==> src/rtl/bist_seq.sv <==
`default_nettype none
// ============================================================================
// Module      : bist_seq
// Description : Memory BIST initiator. Runs the attached engines through a
//               march pass, then a force-one and a force-zero self-check pass.
//               Reports sticky pass / fail / check-error / timeout status.
// Revision    : 1.0 - initial release
// ============================================================================
module bist_seq #(
  parameter int NUM_ENG = 2,
  parameter int TO_W    = 20
) (
  input  logic                 clk,
  input  logic                 reset,
  input  logic                 start,
  input  logic                 skip_chk,
  output logic                 bist_go,
  output logic                 bist_check,
  input  logic [NUM_ENG-1:0]   eng_done,
  input  logic [4*NUM_ENG-1:0] eng_fail,
  output logic                 busy,
  output logic                 seq_done,
  output logic                 pass,
  output logic [4*NUM_ENG-1:0] fail_vec,
  output logic [4*NUM_ENG-1:0] chk_err,
  output logic                 timeout
);

  localparam int FW = 4 * NUM_ENG;

  localparam logic [2:0] S_IDLE = 3'd0;
  localparam logic [2:0] S_GO   = 3'd1;
  localparam logic [2:0] S_GAP0 = 3'd2;
  localparam logic [2:0] S_CHK0 = 3'd3;
  localparam logic [2:0] S_CHK1 = 3'd4;
  localparam logic [2:0] S_FIN  = 3'd5;

  logic [2:0]         state_q,    state_d;
  logic               go_q,       go_d;
  logic               check_q,    check_d;
  logic [NUM_ENG-1:0] done_cap_q, done_cap_d;
  logic [TO_W-1:0]    timer_q,    timer_d;
  logic [FW-1:0]      fail_vec_q, fail_vec_d;
  logic [FW-1:0]      seen0_q,    seen0_d;
  logic [FW-1:0]      seen1_q,    seen1_d;
  logic [FW-1:0]      chk_err_q,  chk_err_d;
  logic               pass_q,     pass_d;
  logic               timeout_q,  timeout_d;
  logic               skip_q,     skip_d;

  logic               timer_exp;
  logic               all_done;

  // Next-state and sticky-status logic; done/fail seen on a transition edge
  // still belong to the phase being left.
  always_comb begin
    state_d    = state_q;
    done_cap_d = done_cap_q;
    timer_d    = timer_q;
    fail_vec_d = fail_vec_q;
    seen0_d    = seen0_q;
    seen1_d    = seen1_q;
    chk_err_d  = chk_err_q;
    pass_d     = pass_q;
    timeout_d  = timeout_q;
    skip_d     = skip_q;
    timer_exp  = &timer_q;
    all_done   = &done_cap_q;

    case (state_q)
      S_IDLE: begin
        if (start) begin
          state_d    = S_GO;
          fail_vec_d = '0;
          chk_err_d  = '0;
          pass_d     = 1'b0;
          timeout_d  = 1'b0;
          skip_d     = skip_chk;
          done_cap_d = '0;
          timer_d    = '0;
          seen0_d    = '0;
          seen1_d    = '0;
        end
      end
      S_GO: begin
        done_cap_d = done_cap_q | eng_done;
        fail_vec_d = fail_vec_q | eng_fail;
        timer_d    = timer_q + TO_W'(1);
        if (timer_exp) begin
          timeout_d = 1'b1;
          state_d   = S_FIN;
        end else if (all_done) begin
          state_d = skip_q ? S_FIN : S_GAP0;
        end
      end
      S_GAP0: begin
        done_cap_d = '0;
        seen0_d    = '0;
        seen1_d    = '0;
        timer_d    = '0;
        state_d    = S_CHK0;
      end
      S_CHK0: begin
        done_cap_d = done_cap_q | eng_done;
        seen0_d    = seen0_q | eng_fail;
        timer_d    = timer_q + TO_W'(1);
        if (timer_exp) begin
          timeout_d = 1'b1;
          state_d   = S_FIN;
        end else if (all_done) begin
          state_d    = S_CHK1;
          done_cap_d = '0;
          timer_d    = '0;
        end
      end
      S_CHK1: begin
        done_cap_d = done_cap_q | eng_done;
        seen1_d    = seen1_q | eng_fail;
        timer_d    = timer_q + TO_W'(1);
        if (timer_exp) begin
          timeout_d = 1'b1;
          state_d   = S_FIN;
        end else if (all_done) begin
          state_d = S_FIN;
        end
      end
      S_FIN: begin
        state_d = S_IDLE;
      end
      default: begin
        state_d = S_IDLE;
      end
    endcase

    // Result is resolved on the edge into FIN so it is valid with seq_done.
    if ((state_d == S_FIN) && (state_q != S_FIN)) begin
      chk_err_d = skip_q ? '0 : ~(seen0_d & seen1_d);
      pass_d    = (fail_vec_d == '0) && (chk_err_d == '0) && !timeout_d;
    end

    go_d    = (state_d == S_GO);
    check_d = (state_d == S_CHK0);
  end

  // State and status registers; reset drops the engine controls immediately.
  always_ff @(posedge clk) begin
    if (reset) begin
      state_q    <= S_IDLE;
      go_q       <= 1'b0;
      check_q    <= 1'b0;
      done_cap_q <= '0;
      timer_q    <= '0;
      fail_vec_q <= '0;
      seen0_q    <= '0;
      seen1_q    <= '0;
      chk_err_q  <= '0;
      pass_q     <= 1'b0;
      timeout_q  <= 1'b0;
      skip_q     <= 1'b0;
    end else begin
      state_q    <= state_d;
      go_q       <= go_d;
      check_q    <= check_d;
      done_cap_q <= done_cap_d;
      timer_q    <= timer_d;
      fail_vec_q <= fail_vec_d;
      seen0_q    <= seen0_d;
      seen1_q    <= seen1_d;
      chk_err_q  <= chk_err_d;
      pass_q     <= pass_d;
      timeout_q  <= timeout_d;
      skip_q     <= skip_d;
    end
  end

  assign bist_go    = go_q;
  assign bist_check = check_q;
  assign busy       = (state_q != S_IDLE);
  assign seq_done   = (state_q == S_FIN);
  assign pass       = pass_q;
  assign fail_vec   = fail_vec_q;
  assign chk_err    = chk_err_q;
  assign timeout    = timeout_q;

endmodule
`default_nettype wire

==> config.mk <==
export PLATFORM = sky130hd
export DESIGN_NAME = bist_seq
export DESIGN_NICKNAME = d
export VERILOG_FILES = /design/src/rtl/bist_seq.sv
export SDC_FILE = /design/constraint.sdc
export NUM_CORES = 1
export LEC_CHECK = 0
export ABC_AREA = 1
export BUFFER_PORTS_ARGS = -buffer_cell sky130_fd_sc_hd__buf_2
export CAP_MARGIN = 25
export CORE_MARGIN = 2
export CORE_UTILIZATION = 35
export CTS_BUF_LIST = sky130_fd_sc_hd__clkbuf_4 sky130_fd_sc_hd__clkbuf_8 sky130_fd_sc_hd__clkbuf_16
export CTS_CLUSTER_DIAMETER = 100
export DETAILED_ROUTE_END_ITERATION = 10
export GPL_TIMING_DRIVEN = 0
export MAX_ROUTING_LAYER = met4
export PLACE_DENSITY_LB_ADDON = 0.15
export SETUP_SLACK_MARGIN = 0.5
export SLEW_MARGIN = 10
export SYNTH_ARGS = -nofsm -noshare
export SYNTH_HDL_FRONTEND = slang
export SYNTH_SLANG_ARGS = --single-unit
==> constraint.sdc <==
create_clock -name clk -period 2.2 [get_ports clk]
set_input_delay 0 -clock clk [delete_from_list [all_inputs] [get_ports clk]]
set_output_delay 0 -clock clk [all_outputs]
set_load 0.03 [all_outputs]
==> impl_metrics.py, run 1 <==
metrics = {
    "status": {
        "run_status": "complete, no violations",
    },
    "critical_path": {
        "setup.worst_path.end_class": "flop",
        "arrival_time_at_the_worst_endpoint_ns": 2.04,
        "critPathMaxFanout": 10,
        "critical_path.startpoint_type": "flop",
        "worst-setup-path-type": "flop to flop",
        "critical_path_required_time_ns": 2.48,
    },
    "synthesis": {
        "ys_async_sr_fraction_pct": 0,
        "cells_after_synthesis": 438,
        "synth.largest_area_cell": "sky130_fd_sc_hd__dfxtp_1",
        "yosys.area.top_type_share_pct": 40.52,
        "syn_area_per_cell_um2": 6.993,
        "number_of_nets_in_the_synthesized_netlist": 453,
        "synthDistinctLibCells": 37,
        "flop_and_latch_count_out_of_synthesis": 62,
        "most_frequently_used_flop_master_after_synthesis": "sky130_fd_sc_hd__dfxtp_1",
        "ys_top_cells_by_area": "sky130_fd_sc_hd__dfxtp_1, sky130_fd_sc_hd__inv_1, sky130_fd_sc_hd__nand2_1",
        "yosys_warnings": 0,
        "synth-edff-count": 0,
        "post_synthesis_instance_area_um2": 3063,
        "synth_sequential_area_ratio_pct": 40.52,
    },
    "power_and_ir_drop": {
        "power_per_cell_area_nw_per_um2": 595.3,
        "power_switching_share_pct": 25.47,
        "p_sw_mw": 0.6281,
        "power.ir.vdd_worst_mv": 0.2746,
        "gate_power_share_pct": 10.6,
        "p_int_mw": 1.838,
        "leakagePower_nw": 1.868,
        "power_frac_seq_pct": 46.5,
        "power.share.clock_pct": 42.9,
    },
    "floorplan": {
        "dieArea_um2": 9516,
        "effective_utilization_at_floorplan_pct": 35.64,
        "floorplan.core_area_um2": 8593,
        "fp.dieW_um": 97.55,
        "placementRows": 34,
        "ios": 36,
        "die_height_um": 97.55,
    },
    "sta": {
        "finalHoldViolations": 0,
        "timing.final.crit_share_pct": 80.38,
        "setup_viol": 0,
        "max_freq_mhz": 565.5,
        "finalCriticalPeriod_ns": 1.768,
        "final.setup_skew_ns": 0.01284,
        "rsz0062_at_grt": "true",
        "relSlewSlack_pct": 56.42,
        "slew_violations": 0,
        "timing.setup.tns_ns": 0,
        "worst_max_slew_pin_slew_ns": 0.6536,
    },
    "global_routing": {
        "largest_net_degree_at_the_start_of_global_routing": 11,
        "grt_use_total_pct": 17.27,
        "antenna_violations_before_repair": 0,
        "vias_in_the_first_global_route": 2681,
        "grt_pass1_wl_um": 12890,
        "grt_overflow": 0,
    },
    "clock_network": {
        "clk_latency_ns": 0.34,
        "cts_tree": "yes",
        "clk_transition_reported_paths_ns": 0.07,
        "clock-root-buffer": "sky130_fd_sc_hd__clkbuf_8",
        "cts_made_buffers": 9,
        "cts.sinks": 62,
        "cts-root-to-sink-buffers": 2,
        "cts_max_level": 3,
    },
    "drt": {
        "drt-vias-per-instance": 4.608,
        "antenna_violating_nets_post_route": 0,
        "routedWlPerCell_um": 12.45,
        "route.vias.total": 2931,
        "drtIter0Drc": 120,
        "detail_route.first_pass.iterations": 4,
        "residual_drc": 0,
        "drt_wl_total_um": 7920,
    },
    "finish": {
        "layout.nets": 539,
        "final-seq-area_um2": 1276,
        "multi_input_area_um2": 1620,
        "layout_filler_cell_count": 892,
        "drive_above_1_share_pct": 37.31,
        "final_core_util_pct": 48.21,
        "layout_overhead_on_the_synthesized_area_pct": 35.25,
        "num_antenna_cells": 0,
    },
    "placed_design": {
        "buffer_ports.inserted": 35,
        "gp_congestion": 0.8140,
        "hpwlAfterDp_um": 5335,
    },
    "run": {
        "max_cap_viol_count": 0,
    },
    "worst_hold_path": {
        "worstHoldPathType": "input pin to flop",
    },
}
[area by class of cell]
type                    count  share of cell area [%]
plain buffers               9                   1.601
clock buffers              12                   3.987
clock inverters             3                   1.027
inverters                  92                   8.698
multi-input cells         276                   39.11
flip-flops and latches     62                   30.81
well taps                 108                   3.262
repair buffers             73                   11.36
repair inverters            1                  0.1510
[repair_timing]
action,4_1_cts,5_1_grt
hold buffers,4,0
gates cloned,2,0
gates resized for setup,44,53
pin swaps,24,17
setup endpoints to repair,36,39
endpoints found under the hold margin,4,0
setup buffers,20,14
[layer usage]
| layer | global-route usage [%] | vias to the layer above | part of all wire [%] |
|---|---|---|---|
| li1 | - | 1533 | - |
| met1 | 23.54 | 1342 | 51 |
| met2 | 25.57 | 44 | 45 |
| met3 | 2.950 | 12 | 2.9 |
| met4 | 6.731 | 0 | 1.4 |
| met5 | - | - | 0 |
[final timing paths]
check | start | end | slack (ns) | depth (start not counted)
setup / recovery | state_q[0] | pass | 0.43 | 12
hold / removal | eng_fail[2] | fail_vec[2] | 0.04 | 5
hold reg to reg | done_cap_q[1] | done_cap_q[1] | 0.45 | 2
setup reg to reg | state_q[0] | pass | 0.43 | 12
[worst max-delay path: stages (launching register included)]
cell,delay (ns)
sky130_fd_sc_hd__dfxtp_4,0.39
sky130_fd_sc_hd__nor2_4,0.15
sky130_fd_sc_hd__nand2_1,0.10
sky130_fd_sc_hd__buf_6,0.17
sky130_fd_sc_hd__o21ai_1,0.17
sky130_fd_sc_hd__nand3_1,0.13
sky130_fd_sc_hd__nand2_1,0.13
sky130_fd_sc_hd__nand2_1,0.06
sky130_fd_sc_hd__nor2_1,0.09
sky130_fd_sc_hd__nand2_1,0.06
sky130_fd_sc_hd__nor2_1,0.10
sky130_fd_sc_hd__nand2_1,0.07
sky130_fd_sc_hd__a21oi_2,0.10
[per-stage QoR]
stage / setup WS [ns] / area [µm²] / hold slack, ns / instances / total power, mW
floorplan: 0.5260 / 3063 / 0.06972 / 438 / 1.311
global placement: 0.1865 / 3373 / 0.2362 / 581 / 1.376
detailed placement: 0.1981 / 3373 / 0.2300 / 581 / 1.377
CTS: 0.4245 / 3887 / 0.01484 / 622 / 2.453
global route: 0.2638 / 4143 / 0.06559 / 636 / 2.569
finish: 0.4317 / 4143 / 0.03761 / 636 / 2.466
[synth_stat cells (2+ instances only)]
master	instances
sky130_fd_sc_hd__o21ai_1	4
sky130_fd_sc_hd__nor2_1	61
sky130_fd_sc_hd__nand3_2	5
sky130_fd_sc_hd__inv_2	3
sky130_fd_sc_hd__nand2_1	71
sky130_fd_sc_hd__nor3_2	2
sky130_fd_sc_hd__nand4_1	2
sky130_fd_sc_hd__nor3_1	7
sky130_fd_sc_hd__nor2_4	3
sky130_fd_sc_hd__or2_2	2
sky130_fd_sc_hd__dfxtp_1	62
sky130_fd_sc_hd__buf_6	2
sky130_fd_sc_hd__a31oi_1	2
sky130_fd_sc_hd__a21oi_2	8
sky130_fd_sc_hd__nor2_2	7
sky130_fd_sc_hd__a211oi_1	2
sky130_fd_sc_hd__a21oi_1	12
sky130_fd_sc_hd__clkbuf_1	4
sky130_fd_sc_hd__xor2_1	4
sky130_fd_sc_hd__o21a_1	2
sky130_fd_sc_hd__o21ai_0	25
sky130_fd_sc_hd__nand2_2	16
sky130_fd_sc_hd__and3_1	2
sky130_fd_sc_hd__nand3_1	30
sky130_fd_sc_hd__inv_1	87
sky130_fd_sc_hd__buf_2	2
[power by group through the flow]
| stage | clock [mW] | sequential, mW | combinational, mW |
|---|---|---|---|
| final | 1.06 | 1.15 | 0.263 |
| after global routing | 1.13 | 1.15 | 0.289 |
| after CTS | 1.08 | 1.15 | 0.227 |
| after detailed placement | 0 | 1.17 | 0.205 |
| after global placement | 0 | 1.17 | 0.204 |
| after floorplan | 0 | 1.18 | 0.128 |
[logic make-up (layout without fill, tap and decap cells)]
| family | Yosys count | in the layout | synth area share [%] |
|---|---|---|---|
| simple gates | 214 | 215 | 34.07 |
| compound gates | 56 | 56 | 10.58 |
| buf+inv | 101 | 190 | 13.28 |
| flops | 62 | 62 | 40.52 |
| fa+ha+maj | 1 | 1 | 0.4084 |
| xor+xnor | 4 | 4 | 1.144 |
[flip-flops by register name (all words and copies together) (netlist names), 2 cells and up]
register	count
timer_q	20
chk_err	8
fail_vec	8
seen0_q	8
seen1_q	8
state_q	3
done_cap_q	2
[cells in the final DEF (no fill, tap or decap), types with 4 or more instances in the layout]
cell / count
sky130_fd_sc_hd__a21oi_1: 10
sky130_fd_sc_hd__a21oi_2: 10
sky130_fd_sc_hd__buf_2: 36
sky130_fd_sc_hd__buf_4: 35
sky130_fd_sc_hd__clkbuf_8: 12
sky130_fd_sc_hd__dfxtp_1: 42
sky130_fd_sc_hd__dfxtp_2: 16
sky130_fd_sc_hd__dfxtp_4: 4
sky130_fd_sc_hd__dlygate4sd3_1: 4
sky130_fd_sc_hd__inv_1: 84
sky130_fd_sc_hd__inv_2: 5
sky130_fd_sc_hd__nand2_1: 60
sky130_fd_sc_hd__nand2_2: 23
sky130_fd_sc_hd__nand2_4: 5
sky130_fd_sc_hd__nand3_1: 27
sky130_fd_sc_hd__nand3_2: 6
sky130_fd_sc_hd__nand3_4: 4
sky130_fd_sc_hd__nor2_1: 54
sky130_fd_sc_hd__nor2_2: 7
sky130_fd_sc_hd__nor2_4: 10
sky130_fd_sc_hd__nor3_1: 6
sky130_fd_sc_hd__o21ai_0: 12
sky130_fd_sc_hd__o21ai_1: 13
sky130_fd_sc_hd__o21ai_2: 4
sky130_fd_sc_hd__xor2_1: 4
(Power assumes the default switching activity.)
==> run 2: changes to the inputs <==
clock period = 1.7 ns   (was 2.2 ns; I/O delays follow)
==> run 2 against run 1 <==
Net effect: the flow now finishes with violations (negative setup slack); utilization rose by 8.4 points; flip-flop and latch count did not move; clock skew fell by 0.0035 ns; non-clock buffer count rose by 21; fmax rose by 2.2%; global-route usage rose by 1.9 points; largest power group unchanged; clock-buffer cell count rose by 1; die area did not move; total power rose by 32%; combinational power rose by 78%; sequential power rose by 29%.
==> impl_metrics.py, run 2 (synthesis results as in run 1) <==
metrics = {
    "status": {
        "run_status": "finished with violations",
        "failing_checks": "negative setup slack",
    },
    "critical_path": {
        "critical_path_required_time_ns": 1.99,
        "critical_path.startpoint_type": "flop",
        "critPathMaxFanout": 6,
        "maximum_single_stage_delay_on_the_critical_path_ns": 0.38,
        "crit_path_most_repeated_cell": "sky130_fd_sc_hd__nor2_4",
        "worstPathBufferInverterCount": 1,
        "setup.worst_path.end_class": "flop",
        "worst_path_dominant_cell_family": "simple AND/OR/NAND/NOR gates",
        "worst-setup-path-type": "flop to flop",
        "worstPathCellList": "buf_4 -> o21ai_2 -> nand2_8 -> nor2_4 -> nand2_4 -> nor2_4 -> nand3_4 -> a21oi_4 -> o21a_1",
        "arrival_time_at_the_worst_endpoint_ns": 2.02,
        "crit_slowest_cell": "sky130_fd_sc_hd__dfxtp_4",
    },
    "finish": {
        "largest_reg_flops": 20,
        "layout.nets": 562,
        "final_core_util_pct": 56.65,
        "layout_filler_cell_count": 789,
        "layout.cells.most_common": "sky130_fd_sc_hd__inv_1",
        "multi_input_area_um2": 2028,
        "layout_overhead_on_the_synthesized_area_pct": 58.95,
        "regMostFlops": "timer_q",
        "layout_common_cells": "sky130_fd_sc_hd__inv_1, sky130_fd_sc_hd__nand2_1, sky130_fd_sc_hd__buf_4",
        "drive_above_1_share_pct": 51.36,
        "layout.cell_area.non_filler_um2": 4868,
        "num_antenna_cells": 0,
        "final-seq-area_um2": 1285,
    },
    "floorplan": {
        "die_height_um": 97.55,
        "placementRows": 34,
        "fp.dieW_um": 97.55,
        "floorplan.core_area_um2": 8593,
        "effective_utilization_at_floorplan_pct": 35.64,
        "dieArea_um2": 9516,
        "ios": 36,
    },
    "worst_hold_path": {
        "worstHoldPathType": "input pin to flop",
    },
    "clock_network": {
        "cts-root-to-sink-buffers": 2,
        "clock-root-buffer": "sky130_fd_sc_hd__clkbuf_8",
        "clk_transition_reported_paths_ns": 0.07,
        "cts_tree": "yes",
        "cts_max_level": 3,
        "cts.sinks": 62,
        "cts_made_buffers": 9,
        "clk_latency_ns": 0.34,
    },
    "sta": {
        "finalHoldViolations": 0,
        "finalCriticalPeriod_ns": 1.730,
        "final.setup_skew_ns": 0.009362,
        "slew_violations": 0,
        "max_freq_mhz": 578.0,
        "timing.final.crit_share_pct": 101.8,
        "worst_max_slew_pin_slew_ns": 0.6363,
        "hold_ws_ns": 0.04494,
        "relSlewSlack_pct": 57.58,
        "post-route-worst-setup-slack_ns": -0.03025,
        "setup_viol": 7,
        "rsz0062_at_grt": "true",
    },
    "drt": {
        "residual_drc": 0,
        "routedWlPerCell_um": 13.33,
        "drt_wl_total_um": 8787,
        "drtIter0Drc": 103,
        "route.vias.total": 3062,
        "drt-vias-per-instance": 4.646,
        "antenna_violating_nets_post_route": 0,
        "detail_route.first_pass.iterations": 4,
    },
    "power_and_ir_drop": {
        "power_per_cell_area_nw_per_um2": 667.3,
        "leakagePower_nw": 2.117,
        "power.ir.vdd_worst_mv": 0.4502,
    },
    "placed_design": {
        "buffer_ports.inserted": 35,
        "dpl_worst_slack_ns": -0.1761,
        "post_dp_cell_area_um2": 3523,
        "hpwlAfterDp_um": 5332,
        "gp_congestion": 0.7805,
    },
    "global_routing": {
        "vias_in_the_first_global_route": 2996,
        "grt_pass1_wl_um": 14410,
        "largest_net_degree_at_the_start_of_global_routing": 11,
        "grt_overflow": 0,
        "grt_use_total_pct": 19.16,
        "antenna_violations_before_repair": 0,
    },
    "run": {
        "max_cap_viol_count": 0,
    },
}
[run 2: cell types whose count changed in the layout (fill, tap and decap cells not counted), sizes merged]
cell	delta
buf	+20
bufinv	-1
clkbuf	+2
clkinv	+2
inv	-2
nand3	+1
nor2	+1
[run 2: final timing paths]
check	to	startpoint	cells after the start	slack [ns]
max reg2reg	timer_q[11]	state_q[0]	9	-0.03
min	seen1_q[0]	eng_fail[0]	5	0.04
max	timer_q[11]	state_q[0]	9	-0.03
min reg2reg	done_cap_q[0]	done_cap_q[0]	2	0.46
[run 2: layer usage]
layer / routed length, µm / GRT usage, %
met1: 4269 / 26.56
met2: 4132 / 28.86
met3: 241 / 3.094
met4: 144 / 5.769
met5: 0 / -
[run 2: tightest hold or removal path: stages]
cell and delay [ns]:
sky130_fd_sc_hd__buf_2 0.12, sky130_fd_sc_hd__inv_1 0.08, sky130_fd_sc_hd__o21ai_2 0.07, sky130_fd_sc_hd__inv_1 0.04
sky130_fd_sc_hd__nor2_1 0.03
[run 2: layout make-up]
class	instances	share of cell area, %
Inverter	92	7.607
Clock buffer	13	3.906
Multi-Input combinational cell	278	41.66
Buffer	9	2.596
Tap cell	108	2.776
Sequential cell	62	26.39
Timing Repair Buffer	94	14.67
Clock inverter	2	0.2570
Timing Repair inverter	1	0.1285
[run 2: per-stage QoR]
stage               TNS [ns]  instances  power, mW
global placement      -2.042        581      1.814
finish              -0.09217        659      3.248
CTS                  -0.1272        642      3.200
detailed placement    -2.207        581      1.816
floorplan                  0        438      1.731
global route          -1.929        659      3.392
[run 2: where the power goes]
part           internal, mW  leakage, nW  switching, mW
combinational         0.198         1.50          0.270
sequential             1.46        0.513         0.0149
clock                 0.727        0.103          0.575
total                  2.39         2.12          0.860
[run 2: repair_timing]
action	CTS	global route
hold endpoints to repair	4	0
cloned	4	2
pin swaps	16	30
gates resized for setup	84	95
endpoints found under the setup margin	54	62
buffers inserted	38	15
hold buffers	4	0
==> run 3: changes to the inputs <==
CORE_UTILIZATION = 60   (was 35)
clock period = 2.25 ns   (was 1.7 ns; I/O delays follow)
==> run 3 against run 2 <==
Net effect: the run now ends clean; clock skew decreased by 0.0011 ns; global-route usage increased by 7.6 points; design area decreased by 22%; cell count decreased by 13%; non-clock buffer count decreased by 47; register-to-register slack improved by 0.50 ns; fmax decreased by 2.6%; total power decreased by 31%; die area decreased by 40%; worst setup slack improved by 0.50 ns; sequential power decreased by 24%; critical path depth increased by 3; highest routed layer unchanged.
==> impl_metrics.py, run 3 (synthesis results as in run 1) <==
metrics = {
    "status": {
        "run_status": "complete, no violations",
    },
    "floorplan": {
        "fp.dieW_um": 75.45,
        "dieArea_um2": 5693,
        "placementRows": 26,
        "effective_utilization_at_floorplan_pct": 61.14,
        "die_height_um": 75.45,
        "ios": 36,
        "floorplan.core_area_um2": 5010,
    },
    "finish": {
        "layout_filler_cell_count": 396,
        "layout_overhead_on_the_synthesized_area_pct": 23.94,
        "layout.nets": 513,
        "drive_above_1_share_pct": 29.62,
        "layout_common_cells": "sky130_fd_sc_hd__inv_1, sky130_fd_sc_hd__nand2_1, sky130_fd_sc_hd__nor2_1",
        "num_antenna_cells": 0,
        "final_core_util_pct": 75.77,
        "regMostFlops": "timer_q",
        "layout.cell_area.non_filler_um2": 3796,
        "finalNonFillerCells": 573,
        "final-seq-area_um2": 1257,
        "multi_input_area_um2": 1567,
        "layout.cells.most_common": "sky130_fd_sc_hd__inv_1",
        "largest_reg_flops": 20,
    },
    "clock_network": {
        "cts-root-to-sink-buffers": 2,
        "clk_transition_reported_paths_ns": 0.07,
        "clk_latency_ns": 0.34,
        "cts_tree": "yes",
        "clock-root-buffer": "sky130_fd_sc_hd__clkbuf_8",
        "cts_made_buffers": 9,
        "cts_max_level": 3,
        "cts.sinks": 62,
    },
    "critical_path": {
        "regToRegSetupSlack_ns": 0.47,
        "crit_path_most_repeated_cell": "sky130_fd_sc_hd__nand2_2",
        "crit_slowest_cell": "sky130_fd_sc_hd__dfxtp_1",
        "arrival_time_at_the_worst_endpoint_ns": 1.98,
        "worstPathCellList": "nand2_2 -> inv_2 -> nand2_2 -> nor2_4 -> nand3_4 -> nand3_2 -> nand2_2 -> nor2_4 -> buf_4 -> nand3_4 -> nand3_1 -> a21oi_2",
        "worst-setup-path-type": "flop to flop",
        "setup.worst_path.end_class": "flop",
        "critical_path.startpoint_type": "flop",
        "critPathMaxFanout": 5,
        "critical_path_required_time_ns": 2.45,
        "maximum_single_stage_delay_on_the_critical_path_ns": 0.36,
    },
    "global_routing": {
        "grt_use_total_pct": 26.77,
        "largest_net_degree_at_the_start_of_global_routing": 11,
        "grt_overflow": 0,
        "antenna_violations_before_repair": 0,
        "vias_in_the_first_global_route": 2489,
        "grt_pass1_wl_um": 11070,
    },
    "sta": {
        "post-route-worst-setup-slack_ns": 0.4744,
        "finalHoldViolations": 0,
        "hold_ws_ns": 0.01467,
        "max_freq_mhz": 563.2,
        "slew_violations": 0,
        "timing.final.crit_share_pct": 78.92,
        "finalCriticalPeriod_ns": 1.776,
        "setup_viol": 0,
        "relSlewSlack_pct": 54.59,
        "worst_max_slew_pin_slew_ns": 0.6812,
        "rsz0062_at_grt": "true",
        "final.setup_skew_ns": 0.008302,
        "timing.setup.tns_ns": 0,
    },
    "drt": {
        "drt_wl_total_um": 7021,
        "routedWlPerCell_um": 12.25,
        "residual_drc": 0,
        "antenna_violating_nets_post_route": 0,
        "drt-vias-per-instance": 5.016,
        "drtIter0Drc": 179,
        "detail_route.first_pass.iterations": 4,
        "route.vias.total": 2874,
    },
    "placed_design": {
        "hpwlAfterDp_um": 4798,
        "dpl_cells": 543,
        "buffer_ports.inserted": 35,
        "post_dp_cell_area_um2": 3326,
        "dpl_worst_slack_ns": 0.3099,
        "gp_congestion": 0.8831,
    },
    "power_and_ir_drop": {
        "leakagePower_nw": 1.678,
        "total_power_mw": 2.236,
        "power_per_cell_area_nw_per_um2": 589.0,
        "power.ir.vdd_worst_mv": 0.4713,
    },
    "run": {
        "max_cap_viol_count": 0,
    },
    "worst_hold_path": {
        "worstHoldPathType": "input pin to flop",
    },
}
[run 3: path summary, 6_finish.rpt]
| kind | endpoint | start | cells after the start |
|---|---|---|---|
| max | chk_err[5] | timer_q[5] | 12 |
| max reg2reg | chk_err[5] | timer_q[5] | 12 |
| min reg2reg | done_cap_q[0] | done_cap_q[0] | 2 |
| min | fail_vec[2] | eng_fail[2] | 5 |
[run 3: metal layers]
layer  global-route usage [%]  vias up  part of all wire (%)
li1                         -     1475                     -
met1                    32.45     1316                    45
met2                    41.55       65                    48
met3                    5.423       18                   3.8
met4                    15.01        0                   2.9
met5                        -        -                     0
[run 3: cell type report]
type | count | area share, %
multi-input cells | 276 | 41.27
well taps | 70 | 2.307
plain buffers | 9 | 1.582
flip-flops and latches | 62 | 33.12
clock inverters | 4 | 0.5933
repair buffers | 47 | 7.581
repair inverters | 1 | 0.1648
clock buffers | 12 | 4.021
inverters | 92 | 9.361
[run 3: worst max-delay path: cells and delay by family, from the launching register on]
kind / cells / cell delay (ns)
simple gates: 9 / 0.96
buf+inv: 2 / 0.25
compound gates: 1 / 0.06
flops: 1 / 0.36
[run 3: repair_timing]
item	in CTS	in global routing
buffers inserted	4	4
resized for setup	23	46
endpoints found under the hold margin	4	0
pin swaps	5	11
cloned	2	0
endpoints found under the setup margin	28	33
hold buffers	4	0
[run 3: where the power goes]
part | total [mW] | internal (mW) | leakage [nW] | switching (mW)
clock | 0.879 | 0.449 | 0.0930 | 0.430
combinational | 0.234 | 0.0787 | 1.08 | 0.155
sequential | 1.12 | 1.11 | 0.506 | 0.0120
total | 2.24 | 1.64 | 1.68 | 0.598
